===== config.mk =====
export PLATFORM = sky130hd
export DESIGN_NAME = bouncing_box_renderer
export DESIGN_NICKNAME = d
export VERILOG_FILES = /design/src/rtl/bouncing_box_renderer.sv
export SDC_FILE = /design/constraint.sdc
export NUM_CORES = 1
export LEC_CHECK = 0
export CAP_MARGIN = 25
export CORE_MARGIN = 2
export CORE_UTILIZATION = 40
export DETAILED_ROUTE_END_ITERATION = 6
export PLACE_DENSITY = 0.73
export SYNTH_ARGS = -nofsm -noshare
export SYNTH_HDL_FRONTEND = slang
export SYNTH_SLANG_ARGS = --single-unit

===== constraint.sdc =====
create_clock -name clk -period 2.4 [get_ports clk]
set_input_delay 0.24 -clock clk [delete_from_list [all_inputs] [get_ports clk]]
set_output_delay 0.24 -clock clk [all_outputs]
set_load 0.02 [all_outputs]

===== src/rtl/bouncing_box_renderer.sv =====
`timescale 1ns/1ps
// -----------------------------------------------------------------------------
// bouncing_box_renderer
//
// Pixel-stage renderer placed directly after a VGA sync generator. It draws a
// solid square that bounces around the active area, recolours on every wall
// hit, and paints a white 1-pixel border around the visible region. Colour and
// sync outputs are registered together so they stay aligned (1 clk latency).
//
// Ports:
//   clk                  pixel clock
//   reset                synchronous, active-high reset
//   enable               1 = box moves, 0 = box frozen (rendering continues)
//   h_count, v_count     current pixel column / line from the sync generator
//   display_en           high inside the active area
//   hsync_in, vsync_in   sync pulses from the sync generator
//   red, green, blue     registered 1-bit colour channels
//   hsync_out, vsync_out sync inputs delayed by 1 clk
//   frame_tick           1-clk pulse at the start of vertical blanking
//   box_x, box_y         current box left / top edge
// -----------------------------------------------------------------------------
module bouncing_box_renderer #(
  parameter int H_ACTIVE  = 640,
  parameter int V_ACTIVE  = 480,
  parameter int BOX_SIZE  = 32,
  parameter int STEP      = 2,
  parameter int INIT_X    = 100,
  parameter int INIT_Y    = 50,
  parameter int FRAME_DIV = 1
) (
  input  logic       clk,
  input  logic       reset,
  input  logic       enable,
  input  logic [9:0] h_count,
  input  logic [9:0] v_count,
  input  logic       display_en,
  input  logic       hsync_in,
  input  logic       vsync_in,
  output logic       red,
  output logic       green,
  output logic       blue,
  output logic       hsync_out,
  output logic       vsync_out,
  output logic       frame_tick,
  output logic [9:0] box_x,
  output logic [9:0] box_y
);

  // Position arithmetic is 11 bits wide so pos + STEP never wraps.
  localparam logic [10:0] XMAX     = 11'(H_ACTIVE - BOX_SIZE);
  localparam logic [10:0] YMAX     = 11'(V_ACTIVE - BOX_SIZE);
  localparam logic [10:0] STEP_W   = 11'(STEP);
  localparam logic [10:0] SIZE_W   = 11'(BOX_SIZE);
  localparam logic [9:0]  H_LAST   = 10'(H_ACTIVE - 1);
  localparam logic [9:0]  V_LAST   = 10'(V_ACTIVE - 1);
  localparam logic [9:0]  V_SOF    = 10'(V_ACTIVE);
  localparam int          CNT_W    = (FRAME_DIV > 1) ? $clog2(FRAME_DIV) : 1;
  localparam logic [CNT_W-1:0] CNT_LAST = CNT_W'(FRAME_DIV - 1);

  typedef enum logic [1:0] {
    WAIT_FRAME,
    MOVE_X,
    MOVE_Y,
    RECOLOR
  } state_t;

  // Result of advancing one axis by one step.
  typedef struct packed {
    logic [10:0] pos;
    logic        dir_pos;  // 1 = moving toward larger coordinates
    logic        hit;      // wall reached on this step
  } axis_t;

  function automatic axis_t step_axis(input logic [10:0] pos,
                                      input logic        dir_pos,
                                      input logic [10:0] lim);
    axis_t res;
    res.pos     = pos;
    res.dir_pos = dir_pos;
    res.hit     = 1'b0;
    if (dir_pos) begin
      if (pos + STEP_W >= lim) begin
        res.pos     = lim;
        res.dir_pos = 1'b0;
        res.hit     = 1'b1;
      end else begin
        res.pos = pos + STEP_W;
      end
    end else begin
      if (pos <= STEP_W) begin
        res.pos     = '0;
        res.dir_pos = 1'b1;
        res.hit     = 1'b1;
      end else begin
        res.pos = pos - STEP_W;
      end
    end
    return res;
  endfunction

  state_t           r_state;
  state_t           w_next_state;
  logic [10:0]      r_x;
  logic [10:0]      r_y;
  logic             r_dir_x;
  logic             r_dir_y;
  logic [2:0]       r_colour;
  logic             r_bounce;
  logic [CNT_W-1:0] r_frame_cnt;

  logic [10:0] w_h;
  logic [10:0] w_v;
  logic        w_in_box;
  logic        w_border;
  logic        w_sof;
  logic [2:0]  w_rgb;
  axis_t       w_step_x;
  axis_t       w_step_y;

  assign w_h = {1'b0, h_count};
  assign w_v = {1'b0, v_count};

  assign w_in_box = display_en &&
                    (w_h >= r_x) && (w_h < r_x + SIZE_W) &&
                    (w_v >= r_y) && (w_v < r_y + SIZE_W);
  assign w_border = display_en &&
                    (h_count == '0 || h_count == H_LAST ||
                     v_count == '0 || v_count == V_LAST);
  // First blanking line: position updates land here, never mid-picture.
  assign w_sof    = (h_count == '0) && (v_count == V_SOF);

  assign w_rgb    = w_in_box ? r_colour : (w_border ? 3'b111 : 3'b000);
  assign w_step_x = step_axis(r_x, r_dir_x, XMAX);
  assign w_step_y = step_axis(r_y, r_dir_y, YMAX);

  assign box_x = r_x[9:0];
  assign box_y = r_y[9:0];

  // Pixel and sync pipeline stage.
  // NOTE: sequential state is written with non-blocking assignments so every
  // register samples the pre-edge values, independent of statement order.
  always_ff @(posedge clk) begin
    if (reset) begin
      {red, green, blue} <= 3'b000;
      hsync_out          <= 1'b0;
      vsync_out          <= 1'b0;
      frame_tick         <= 1'b0;
    end else begin
      {red, green, blue} <= w_rgb;
      hsync_out          <= hsync_in;
      vsync_out          <= vsync_in;
      frame_tick         <= w_sof;
    end
  end

  always_ff @(posedge clk) begin
    if (reset) r_state <= WAIT_FRAME;
    else       r_state <= w_next_state;
  end

  // NOTE: the default at the top of the block keeps every path assigned, so
  // no latch is inferred for w_next_state.
  always_comb begin
    w_next_state = r_state;
    unique case (r_state)
      WAIT_FRAME: if (w_sof && enable && r_frame_cnt == CNT_LAST) w_next_state = MOVE_X;
      MOVE_X:     w_next_state = MOVE_Y;
      MOVE_Y:     w_next_state = RECOLOR;
      RECOLOR:    w_next_state = WAIT_FRAME;
      default:    w_next_state = WAIT_FRAME;
    endcase
  end

  // Motion datapath, sequenced by the FSM one axis per cycle.
  always_ff @(posedge clk) begin
    if (reset) begin
      r_x         <= 11'(INIT_X);
      r_y         <= 11'(INIT_Y);
      r_dir_x     <= 1'b1;
      r_dir_y     <= 1'b1;
      r_colour    <= 3'b001;
      r_bounce    <= 1'b0;
      r_frame_cnt <= '0;
    end else begin
      unique case (r_state)
        WAIT_FRAME: begin
          // Disabled frames leave the divider untouched.
          if (w_sof && enable)
            r_frame_cnt <= (r_frame_cnt == CNT_LAST) ? '0 : r_frame_cnt + CNT_W'(1);
        end
        MOVE_X: begin
          r_x     <= w_step_x.pos;
          r_dir_x <= w_step_x.dir_pos;
          if (w_step_x.hit) r_bounce <= 1'b1;
        end
        MOVE_Y: begin
          r_y     <= w_step_y.pos;
          r_dir_y <= w_step_y.dir_pos;
          if (w_step_y.hit) r_bounce <= 1'b1;
        end
        RECOLOR: begin
          // A corner hit sets the flag twice but recolours once; 000 is skipped.
          if (r_bounce)
            r_colour <= (r_colour == 3'b111) ? 3'b001 : r_colour + 3'd1;
          r_bounce <= 1'b0;
        end
        default: ;
      endcase
    end
  end

endmodule


==> reports/summary.json <==
{
  "timing.clock.skew": {"value": 0.00851, "unit": "ns"},
  "dieWidth": {"value": 96.8, "unit": "um"},
  "hold_buffers": {"value": 0},
  "grt_pass1_vias": {"value": 3393},
  "cts.htree.levels": {"value": 2},
  "area_growth": {"value": 28.0, "unit": "%"},
  "final_nets": {"value": 572},
  "post_synth_xor_area_fraction": {"value": 3.81, "unit": "%"},
  "multiInputGateArea": {"value": 0.00254, "unit": "mm2"},
  "cts_num_sinks": {"value": 34},
  "post-synth-top-area-cell": {"value": "dfxtp_1"},
  "die_height": {"value": 96.8, "unit": "um"},
  "synthesis.area_per_instance": {"value": 7.79, "unit": "um2"},
  "final-seq-area": {"value": 697, "unit": "um2"},
  "placeableCoreArea": {"value": 0.00830, "unit": "mm2"},
  "tritoncts": {"value": "yes"},
  "final-setup-viol-count": {"value": 0},
  "hold-path-cell-count": {"value": 2},
  "num_vias": {"value": 3621},
  "synth-adder-area-share": {"value": 16.7, "unit": "%"},
  "final-max-slew-violation-count": {"value": 0},
  "min_period_over_period": {"value": 99.0, "unit": "%"},
  "floorplan.die_area": {"value": 0.00937, "unit": "mm2"},
  "worstSetupEndpointType": {"value": "flip-flop"},
  "setup_total_negative_slack": {"value": 0, "unit": "ns"},
  "fillers": {"value": 749},
  "drt_iter0_drc": {"value": 190},
  "maxSlewHeadroom": {"value": 47.2, "unit": "%"},
  "post-place-ws": {"value": -0.0456, "unit": "ns"},
  "timing.hold.worst.class": {"value": "reg -> reg"},
  "final_core_util": {"value": 53.1, "unit": "%"},
  "max_freq": {"value": 421, "unit": "MHz"},
  "numCtsBuffers": {"value": 5},
  "r2r_cells": {"value": 10},
  "ys.flop_type": {"value": "dfxtp_1"},
  "route.antenna.remaining_nets": {"value": 0},
  "placed_cells_incl_taps": {"value": 597},
  "yosysMostFrequentCell": {"value": "ha_1"},
  "antenna_violations_before_repair": {"value": 0},
  "synth_top_family_by_area": {"value": "compound AO/OA/AOI/OAI gates"},
  "number_of_detailed_routing_iterations_run_before_antenna_repair": {"value": 5},
  "synth_largest_type_area_fraction": {"value": 19.8, "unit": "%"},
  "initial_core_util": {"value": 41.5, "unit": "%"},
  "crit_fanout": {"value": 4},
  "global_route_wire_length_before_repair": {"value": 16.1, "unit": "mm"},
  "gp_routability_congestion": {"value": 0.927},
  "synth-compound-area-share": {"value": 25.9, "unit": "%"},
  "grt_max_degree": {"value": 29},
  "synth_cell_type_count": {"value": 66},
  "worst_skew_pair.late_latency": {"value": 0.29, "unit": "ns"},
  "critical_setup_path_kind": {"value": "reg -> reg"},
  "post_synth_main_area_contributors": {"value": "dfxtp_1 20%, ha_1 17%, buf_4 4.8%"},
  "timing.critical_path.arrival": {"value": 2.51, "unit": "ns"},
  "vias_per_cell": {"value": 5.98},
  "ys.warnings.count": {"value": 0},
  "cp_data_required_time": {"value": 2.53, "unit": "ns"},
  "final_critical_path_time_including_i_o_delays_and_setup": {"value": 2.38, "unit": "ns"},
  "synthesis.area": {"value": 0.00344, "unit": "mm2"},
  "seq_area_frac_synth": {"value": 19.8, "unit": "%"},
  "syn_inst": {"value": 442},
  "row_count": {"value": 33},
  "ir_drop": {"value": 0.000153, "unit": "V"},
  "global_route.usage.total": {"value": 20.4, "unit": "%"},
  "route.detailed.drc": {"value": 0},
  "yosys_register_bits": {"value": 34},
  "cap_viol_max_count": {"value": 0},
  "dpl.hpwl": {"value": 7.66, "unit": "mm"},
  "post_synth_mux_area_share": {"value": 1.53, "unit": "%"},
  "antenna_cells_inserted": {"value": 0},
  "clock_tree_root_buffer_cell": {"value": "clkbuf_8"},
  "cts-root-to-sink-buffers": {"value": 2},
  "finalNonFillerCells": {"value": 606},
  "p_leak": {"value": 1.69, "unit": "nW"},
  "power_per_cell_area": {"value": 282, "unit": "mW/mm2"},
  "outcome": {"value": "finished clean"},
  "worstMarginPinSlew": {"value": 0.783, "unit": "ns"},
  "synthSimpleGateAreaFrac": {"value": 20.1, "unit": "%"},
  "share_of_layout_cells_above_drive_strength_1": {"value": 18.8, "unit": "%"},
  "portBuffers": {"value": 49},
  "overall_overflow_remaining_after_global_route": {"value": 0},
  "finalHoldViolations": {"value": 0},
  "wl_per_cell": {"value": 16.8, "unit": "um"},
  "ioPinCount": {"value": 52},
  "synth_enable_flop_cells": {"value": 0},
  "cp-start-kind": {"value": "flip-flop"},
  "drt_wl_total": {"value": 10.2, "unit": "mm"},
  "clk_pin_slew_worst_paths": {"value": 0.08, "unit": "ns"},
  "synth-async-reset-ratio": {"value": 0, "unit": "%"},
  "setup_ws": {"value": 0.0235, "unit": "ns"},
  "synth_common_cells": {"value": "46 x ha_1, 40 x inv_1, 34 x dfxtp_1"},
  "hold_ws": {"value": 0.483, "unit": "ns"}
}
-- cell families after synthesis --
group / count (synthesis)
xor+xnor: 15
flops: 34
simple gates: 132
other cells: 1
compound gates: 129
buf+inv: 80
fa+ha+maj: 46
mux: 5
-- layer usage --
layer  global-route usage [%]  up-vias  routed length, um
met4                     6.72        0                277
met5                        0        -                  0
met1                     24.9     1693               4120
met2                     36.8      152               5230
met3                     2.82       34                581
li1                         -     1742                  -
-- cell usage in the layout, fill, tap and decap left out, drive strengths merged, types with 4 or more instances in the layout --
cell / n
ha: 46
nor3: 13
nor4: 7
buf: 40
nor2b: 5
a21oi: 25
dfxtp: 34
a21o: 4
a31oi: 8
and4: 5
nand4: 10
o21ai: 33
nand3: 17
nor2: 30
o32ai: 6
nand2b: 4
or4: 5
a211oi: 6
xnor2: 15
nand2: 21
inv: 40
clkdlybuf4s50: 49
a221oi: 4
a22oi: 7
a41oi: 4
clkbuf: 7
-- repair_timing --
item                       in CTS  in global routing
resized for setup               1                 38
setup buffers                   0                  1
setup endpoints to repair       2                 19
pin swaps                       1                  6
-- sequential cells by signal, summed over array words and instances (netlist names), 2 cells and up --
register,flops
r_x,10
r_state,2
r_colour,3
r_y,10
-- final cells by class --
type                    count  share of cell area, %
multi-input cells         329                   57.7
repair buffers             89                   17.9
flip-flops and latches     34                   15.8
inverters                  41                   3.49
well taps                 105                   2.98
clock buffers               7                   1.96
clock inverters             1                  0.114
-- where the power goes --
part / internal (W) / total, W / switching [W]
sequential: 0.000567 / 0.000576 / 0.00000901
clock: 0.000232 / 0.000452 / 0.000220
combinational: 0.000109 / 0.000216 / 0.000107
total: 0.000908 / 0.00124 / 0.000337
-- critical path, stage by stage, from the launching register on --
cell	delay, ns
dfxtp_2	0.37
inv_2	0.06
ha_4	0.26
inv_2	0.04
ha_4	0.21
a21o_1	0.22
a2111oi_4	0.37
a221oi_2	0.12
buf_4	0.16
nor4b_4	0.29
o32ai_1	0.15
-- through the flow --
stage          area (um2)  power, W
5_1_grt              4410   0.00129
6_report             4410   0.00124
3_3_place_gp         4120  0.000777
2_1_floorplan        3480  0.000690
3_5_place_dp         4120  0.000783
4_1_cts              4220   0.00123
-- final timing paths --
kind                                 start                  endpoint  slack, ns
setup reg to reg       r_y[5]$_SDFFE_PP1P_           blue$_SDFF_PP0_       0.02
hold reg to reg   r_colour[2]$_SDFFE_PP0P_  r_colour[2]$_SDFFE_PP0P_       0.48
hold / removal    r_colour[2]$_SDFFE_PP0P_  r_colour[2]$_SDFFE_PP0P_       0.48
setup / recovery       r_y[5]$_SDFFE_PP1P_           blue$_SDFF_PP0_       0.02
Power figures use the tool's default switching activity.
